[src/rtl/iter_shift_if.sv]
// iter_shift_if: start/done handshake and operand/result bus of the iterative shifter.
interface iter_shift_if #(
    parameter int WIDTH = 32,
    parameter int SHW   = 5
);
    logic             start;
    logic [1:0]       op;
    logic [WIDTH-1:0] in;
    logic [SHW-1:0]   shamt;
    logic             busy;
    logic             done;
    logic [WIDTH-1:0] out;

    modport master (output start, op, in, shamt, input busy, done, out);
    modport slave  (input start, op, in, shamt, output busy, done, out);
endinterface

[src/rtl/iter_shift_unit.sv]
// iter_shift_unit: multi-cycle shifter, one bit per clock, SLL/SRL/SRA/ROR with start/done handshake.
module iter_shift_unit #(
    parameter int WIDTH = 32,
    parameter int SHW   = 5
) (
    input logic         clk,
    input logic         rst_n,
    iter_shift_if.slave bus
);
    typedef enum logic [1:0] {IDLE, SHIFT, DONE} state_t;

    state_t           state_q;
    logic [WIDTH-1:0] acc_q, out_q, step_d;
    logic [SHW-1:0]   cnt_q;
    logic [1:0]       op_q;
    logic             busy_q, done_q;

    always_comb
        step_d = op_q == 2'b00 ? {acc_q[WIDTH-2:0], 1'b0} :
                 op_q == 2'b01 ? {1'b0, acc_q[WIDTH-1:1]} :
                 op_q == 2'b10 ? {acc_q[WIDTH-1], acc_q[WIDTH-1:1]} :
                                 {acc_q[0], acc_q[WIDTH-1:1]};

    // out_q is loaded on the edge entering DONE so the result is stable during the done cycle
    always_ff @(posedge clk or negedge rst_n) begin
        if (!rst_n) begin
            state_q <= IDLE;
            acc_q   <= '0;
            out_q   <= '0;
            cnt_q   <= '0;
            op_q    <= '0;
            busy_q  <= 1'b0;
            done_q  <= 1'b0;
        end else begin
            case (state_q)
                IDLE: if (bus.start) begin
                    acc_q  <= bus.in;
                    cnt_q  <= bus.shamt;
                    op_q   <= bus.op;
                    busy_q <= 1'b1;
                    if (bus.shamt == '0) begin
                        state_q <= DONE;
                        out_q   <= bus.in;
                        done_q  <= 1'b1;
                    end else begin
                        state_q <= SHIFT;
                    end
                end
                SHIFT: begin
                    acc_q <= step_d;
                    cnt_q <= cnt_q - 1'b1;
                    if (cnt_q == SHW'(1)) begin
                        state_q <= DONE;
                        out_q   <= step_d;
                        done_q  <= 1'b1;
                    end
                end
                default: begin
                    state_q <= IDLE;
                    busy_q  <= 1'b0;
                    done_q  <= 1'b0;
                end
            endcase
        end
    end

    assign bus.busy = busy_q;
    assign bus.done = done_q;
    assign bus.out  = out_q;
endmodule

[src/flat_wrapper.sv]
// flat-port wrapper written by rule: the top's interface ports become plain ports
module iter_shift_unit_flat 
#(
    parameter int WIDTH = 32,
    parameter int SHW   = 5
)
  (clk, rst_n, bus_start, bus_op, bus_in, bus_shamt, bus_busy, bus_done, bus_out);
  iter_shift_if #(.WIDTH(WIDTH), .SHW(SHW)) bus_i ();
  input logic clk;
  input logic rst_n;
  input wire logic [$bits(bus_i.start)-1:0] bus_start;
  input wire logic [$bits(bus_i.op)-1:0] bus_op;
  input wire logic [$bits(bus_i.in)-1:0] bus_in;
  input wire logic [$bits(bus_i.shamt)-1:0] bus_shamt;
  output wire logic [$bits(bus_i.busy)-1:0] bus_busy;
  output wire logic [$bits(bus_i.done)-1:0] bus_done;
  output wire logic [$bits(bus_i.out)-1:0] bus_out;
  assign bus_i.start = bus_start;
  assign bus_i.op = bus_op;
  assign bus_i.in = bus_in;
  assign bus_i.shamt = bus_shamt;
  assign bus_busy = bus_i.busy;
  assign bus_done = bus_i.done;
  assign bus_out = bus_i.out;
  iter_shift_unit #(.WIDTH(WIDTH), .SHW(SHW)) u_core (.clk(clk), .rst_n(rst_n), .bus(bus_i));
endmodule
[config.mk]
export PLATFORM = sky130hd
export DESIGN_NAME = iter_shift_unit_flat
export DESIGN_NICKNAME = d
export VERILOG_FILES = /design/src/rtl/iter_shift_if.sv /design/src/rtl/iter_shift_unit.sv /design/src/flat_wrapper.sv
export SDC_FILE = /design/constraint.sdc
export NUM_CORES = 1
export LEC_CHECK = 0
export BUFFER_PORTS_ARGS = -buffer_cell sky130_fd_sc_hd__buf_2
export CAP_MARGIN = 20
export CORE_ASPECT_RATIO = 1.1
export CORE_MARGIN = 8
export CORE_UTILIZATION = 40
export CTS_CLUSTER_DIAMETER = 50
export CTS_CLUSTER_SIZE = 25
export DETAILED_ROUTE_END_ITERATION = 7
export GPL_ROUTABILITY_DRIVEN = 0
export MAX_ROUTING_LAYER = met4
export PLACE_DENSITY_LB_ADDON = 0.05
export SETUP_SLACK_MARGIN = 0.15
export SLEW_MARGIN = 20
export SYNTH_ARGS = -nofsm -noshare
export SYNTH_HDL_FRONTEND = slang
export SYNTH_SLANG_ARGS = --single-unit
[constraint.sdc]
create_clock -name clk -period 2.75 [get_ports clk]
set_clock_uncertainty 0.2 [all_clocks]
set_input_delay 0.1375 -clock clk [delete_from_list [all_inputs] [get_ports clk]]
set_output_delay 0.1375 -clock clk [all_outputs]
set_load 0.01 [all_outputs]
# [Word level (Yosys, flattened, before mapping)]
# Cells that the tools add are included.
[op_classes] n_addsub=1 eq_ne=7 n_mux=21 bitwise_logic=1 n_reduce_logical=10
[op_table] operator="2-to-1 mux 32 bit" count=7
[op_table] operator="case mux 32 bit (2 select lines)" count=2
[op_table] operator="case mux 5 bit (2 select lines)" count=1
[op_table] operator="AND reduction 2 bit" count=4
[op_table] operator="2-to-1 mux 2 bit" count=3
[op_table] operator="equality test 5 x 1 -> 1 bit (second input constant)" count=1
[op_table] operator="logical NOT 5 bit" count=1
[op_table] operator="2-to-1 mux 5 bit" count=1
[op_table] operator="subtractor 5 x 1 -> 5 bit (second input constant)" count=1
[op_table] operator="equality test 2 x 1 -> 1 bit (second input constant)" count=2
[op_table] operator="logical NOT 2 bit" count=2
[op_table] operator="2-to-1 mux 1 bit" count=4
[op_table] operator="inequality test 2 x 1 -> 1 bit (second input constant)" count=2
[op_table] operator="case mux 1 bit (2 select lines)" count=2
[op_table] operator="case mux 2 bit (2 select lines)" count=1
[op_table] operator="AND reduction 4 bit" count=1
[op_table] operator="AND reduction 3 bit" count=1
[op_table] operator="equality test 2 bit (second input constant)" count=1
[op_table] operator="inequality test 2 bit (second input constant)" count=1
[op_table] operator="nonzero test 2 bit" count=1
[op_table] operator="NOT 1 bit" count=1
[word_totals] ff_bits=75 inputBits=42 out_inout_bits=34 wordCells=47

# [Logic depth before layout (Yosys ltp)]
[depth] word_depth=6 mapped_depth=7

# [Worst setup path after synthesis]
# No wires, ideal clock.
[synth_path] path_type="register to register" startpoint="reg u_core.state_q[1]" endpoint="reg u_core.out_q[10] (netlist: u_core.bus.out[10])" setup_time_ps=125 arrival_time_ps=1630 path_slack_ps=795 path_stages_with_launch=7 path_buffers=2 cell_sequence="dfrtp_1 > nand2b_1 > buf_2 > a31o_2 > o211ai_4 > buf_6 > mux2_4"
[synth_between] elab_chain_cells=3
[synth_rtl] item="start: declaration" line="iter_shift_unit.sv:12" rtl="state_t state_q;"
[synth_rtl] item="start signal: assignment" line="iter_shift_unit.sv:27" rtl="state_q <= IDLE;"
[synth_rtl] item="start signal: assignment" line="iter_shift_unit.sv:42" rtl="state_q <= DONE;"
[synth_rtl] item="start signal: assignment" line="iter_shift_unit.sv:46" rtl="state_q <= SHIFT;"
[synth_rtl] item="equality test 2 x 1 -> 1 bit / logical NOT 2 bit (equally long branches)" line="iter_shift_unit.sv:35" rtl="case (state_q)"
[synth_rtl] item="inequality test 2 x 1 -> 1 bit (no source line) (tied with other cells)"
[synth_rtl] item="AND reduction 4 bit (no source line)"
[synth_rtl] item="end signal: assignment" line="iter_shift_unit.sv:43" rtl="out_q <= bus.in;"
[synth_rtl] item="end signal: assignment" line="iter_shift_unit.sv:54" rtl="out_q <= step_d;"
[synth_rtl] item="end: declaration" line="iter_shift_unit.sv:13" rtl="logic [WIDTH-1:0] acc_q, out_q, step_d;"
# Parallel ways exist; a longest one is shown, timed or not.
# A chain may end at the register's enable or synchronous reset.

# [Final worst setup path]
[layout_path] startpoint="in bus_shamt[0]" endpoint="reg u_core.out_q[14] (netlist: u_core.bus.out[14])"
[layout_between] elab_chain_cells=3
[layout_rtl] item="start: declaration" line="flat_wrapper.sv:14" rtl="input wire logic [$bits(bus_i.shamt)-1:0] bus_shamt;"
[layout_rtl] item="logical NOT 5 bit" line="iter_shift_unit.sv:41" rtl="if (bus.shamt == '0) begin"
[layout_rtl] item="inequality test 2 x 1 -> 1 bit (no source line)"
[layout_rtl] item="AND reduction 4 bit (no source line)"
# No other way between the ends.

==> flow_metrics.tcl <==
set metrics [dict create \
    outcome "finished, final reports clean" \
    finalHoldViolations 0 \
    synth_area_um2 3710 \
    drive_gt1_frac 0.385 \
    stdcell_area_um2 4830 \
    worstHoldEndpoint "u_core.acc_q[7]" \
    setup_viol 0 \
    relSlewSlack 0.361 \
    grt_max_degree 76 \
    hp-class "in2reg" \
    holdPathStages 4 \
    syn_inst 309 \
    fp.dieH_um 117 \
    required_ps 2770 \
    area_growth_pct 30.1 \
    n_antenna_cell 0 \
    antenna_found_initial 0 \
    cts_buffer_depth 2 \
    io_pins 76 \
    end_kind "flip-flop" \
    htree_levels 3 \
    drt_iter0_drc 150 \
    peakVddDrop_mv 0.522 \
    hold_start "bus_in[7]" \
    arrival_ps 2190 \
    grt_usage 0.146 \
    maxCapViolCount 0 \
    synth_edf_count 0 \
    tritoncts_num_sinks 75 \
    synthFlopType "dfrtp_1" \
    initial_utilization 0.403 \
    fmax_mhz 461 \
    root_buffer "clkbuf_8" \
    synth.avg_cell_area_um2 12.0 \
    place_area_um2 4220 \
    core_um2 9210 \
    row_count 37 \
    synth-seq-cells 75 \
    grt_overflow 0 \
    reg2reg_depth 5 \
    async_flop_share 1.00 \
    path_max_fanout 27 \
    grt_pass1_vias 2855 \
    power_leakage_uw 0.00237 \
    yosysTopAreaCell "dfrtp_1" \
    period_share 0.789 \
    r2r_end "u_core.bus.out[2]" \
    syn-num-nets 353 \
    cts.clk_slew.worst_paths_ps 80 \
    dr_total_vias 2602 \
    post-cts-setup-buffer-count 0 \
    slew_violations 0 \
    ant_nets 0 \
    via_per_inst 4.79 \
    drtPass1Iterations 4 \
    worstMarginPinSlew_ps 959 \
    grt_setup_unrepaired "false" \
    drc_errors 0 \
    power_density_nw_per_um2 1250 \
    worstSetupPathType "in2reg" \
    hpwl_um 5550 \
    finalCoreUtilization 0.524 \
    portBuffers 75 \
    cts_tree "done" \
    r2r_start "u_core.state_q[0]" \
    numCtsBuffers 9 \
    synthDistinctLibCells 33 \
    power_uw 6040 \
    finalCriticalPeriod_ps 2170 \
    dp_cells 488 \
    yosys-top-cells-area "dfrtp_1, mux2_2, mux2_4" \
    setup-tns-final_ps 0 \
    wl_um 8340 \
    die_width_um 108 \
    fill_cells 833 \
    netlist.area_leader.share 0.506 \
    yosysWarnings 0 \
    r2r_setup_slack_ps 680 \
    seq_area_frac_synth 0.506 \
    clkLatencyLatePin_ps 340 \
    cp-start-kind "input port" \
    grt_pass1_wl_um 14200 \
    avgRoutedWirePerCell_um 15.4 \
    layout.nets 465 \
    die-area_um2 12600 \
    final_cells 543 \
]
[sequential cells by signal (all words and copies together), names as in the netlist]
| register | cells |
|---|---|
| u_core.bus.out | 32 |
| u_core.cnt_q | 5 |
| u_core.bus.done | 1 |
| u_core.state_q | 2 |
| u_core.acc_q | 32 |
| u_core.op_q | 2 |
| u_core.bus.busy | 1 |
[logic make-up after synthesis]
logic type      Yosys count  share of synthesized area
mux                      93                      0.298
flops                    75                      0.506
simple gates             58                     0.0698
compound gates           54                     0.0833
buf+inv                  27                     0.0364
fa+ha+maj                 2                    0.00674
[worst max-delay path: stages]
cell and delay (ps):
dlygate4sd3_1 520, buf_2 130, or4_4 540, nor2_4 130, o211ai_4 160, buf_12 240, mux2_4 310
[what timing repair did]
action                                 CTS  global route
hold buffers                            39             0
endpoints found under the hold margin  141             0
gates resized for setup                  0             0
[through the flow]
stage / worst slack, ps / hold slack [ps]
global placement: 728 / 156
CTS: 591 / 6.92
floorplan: 795 / -358
detailed placement: 681 / 152
finish: 580 / 11.8
global route: 532 / 24.7
[cell usage after synthesis, types with 2 or more instances]
master    count
buf_2         9
a21oi_1       7
nand2b_1      2
nand2_1      39
dfrtp_1      75
mux2_4       26
ha_1          2
buf_6         3
mux2_2       35
mux2i_1      32
inv_1         8
o21ai_0      38
clkbuf_1      6
nand3b_1      2
nor2_1        7
[per-layer routing]
| layer | routed length (um) | part of all wire | up-vias | GRT usage |
|---|---|---|---|---|
| met5 | 0 | 0 | - | - |
| met4 | 107 | 0.013 | 0 | 0.0611 |
| met3 | 330 | 0.040 | 8 | 0.0296 |
| met2 | 3950 | 0.47 | 50 | 0.230 |
| met1 | 3950 | 0.47 | 1232 | 0.179 |
| li1 | - | - | 1312 | - |
[how the worst max path moves through the flow]
| stage | from | to | slack (ps) | depth (start not counted) |
|---|---|---|---|---|
| after floorplan | u_core.state_q[1] | u_core.bus.out[10] | 800 | 6 |
| after global placement | u_core.state_q[0] | u_core.bus.out[2] | 730 | 5 |
| after detailed placement | u_core.state_q[0] | u_core.bus.out[3] | 680 | 5 |
| after CTS | bus_shamt[0] | u_core.bus.out[14] | 590 | 7 |
| after global routing | bus_shamt[0] | u_core.bus.out[10] | 530 | 7 |
| final | bus_shamt[0] | u_core.bus.out[14] | 580 | 7 |
[layout by cell type, fill, tap and decap left out, types with 2 or more instances in the layout]
| cell | n |
|---|---|
| buf_4 | 5 |
| bufinv_16 | 2 |
| buf_2 | 74 |
| a21oi_1 | 7 |
| buf_12 | 2 |
| nor2_1 | 5 |
| clkbuf_8 | 10 |
| clkbuf_1 | 2 |
| o21ai_0 | 38 |
| inv_1 | 8 |
| dlygate4sd3_1 | 39 |
| ha_1 | 2 |
| dfrtp_1 | 75 |
| mux2i_1 | 32 |
| mux2_4 | 26 |
| mux2_2 | 35 |
| nand2_1 | 39 |
| nor2_4 | 3 |
| nand3b_1 | 2 |
[power breakdown]
part           switching (uW)  leakage (uW)  internal [uW]
Sequential                400      0.000905           1680
Combinational            1400       0.00136           1620
Clock                     393      0.000111            537
Total                    2190       0.00237           3840
[layout make-up]
type,instances,area [um2],share of cell area
clock buffers,12,145,0.0301
clock inverters,4,73.8,0.0153
inverters,8,30.0,0.00622
multi-input cells,207,1720,0.355
flip-flops and latches,75,1880,0.389
well taps,117,146,0.0303
repair buffers,120,838,0.174
No activity file was read; power rests on OpenSTA's default activity.
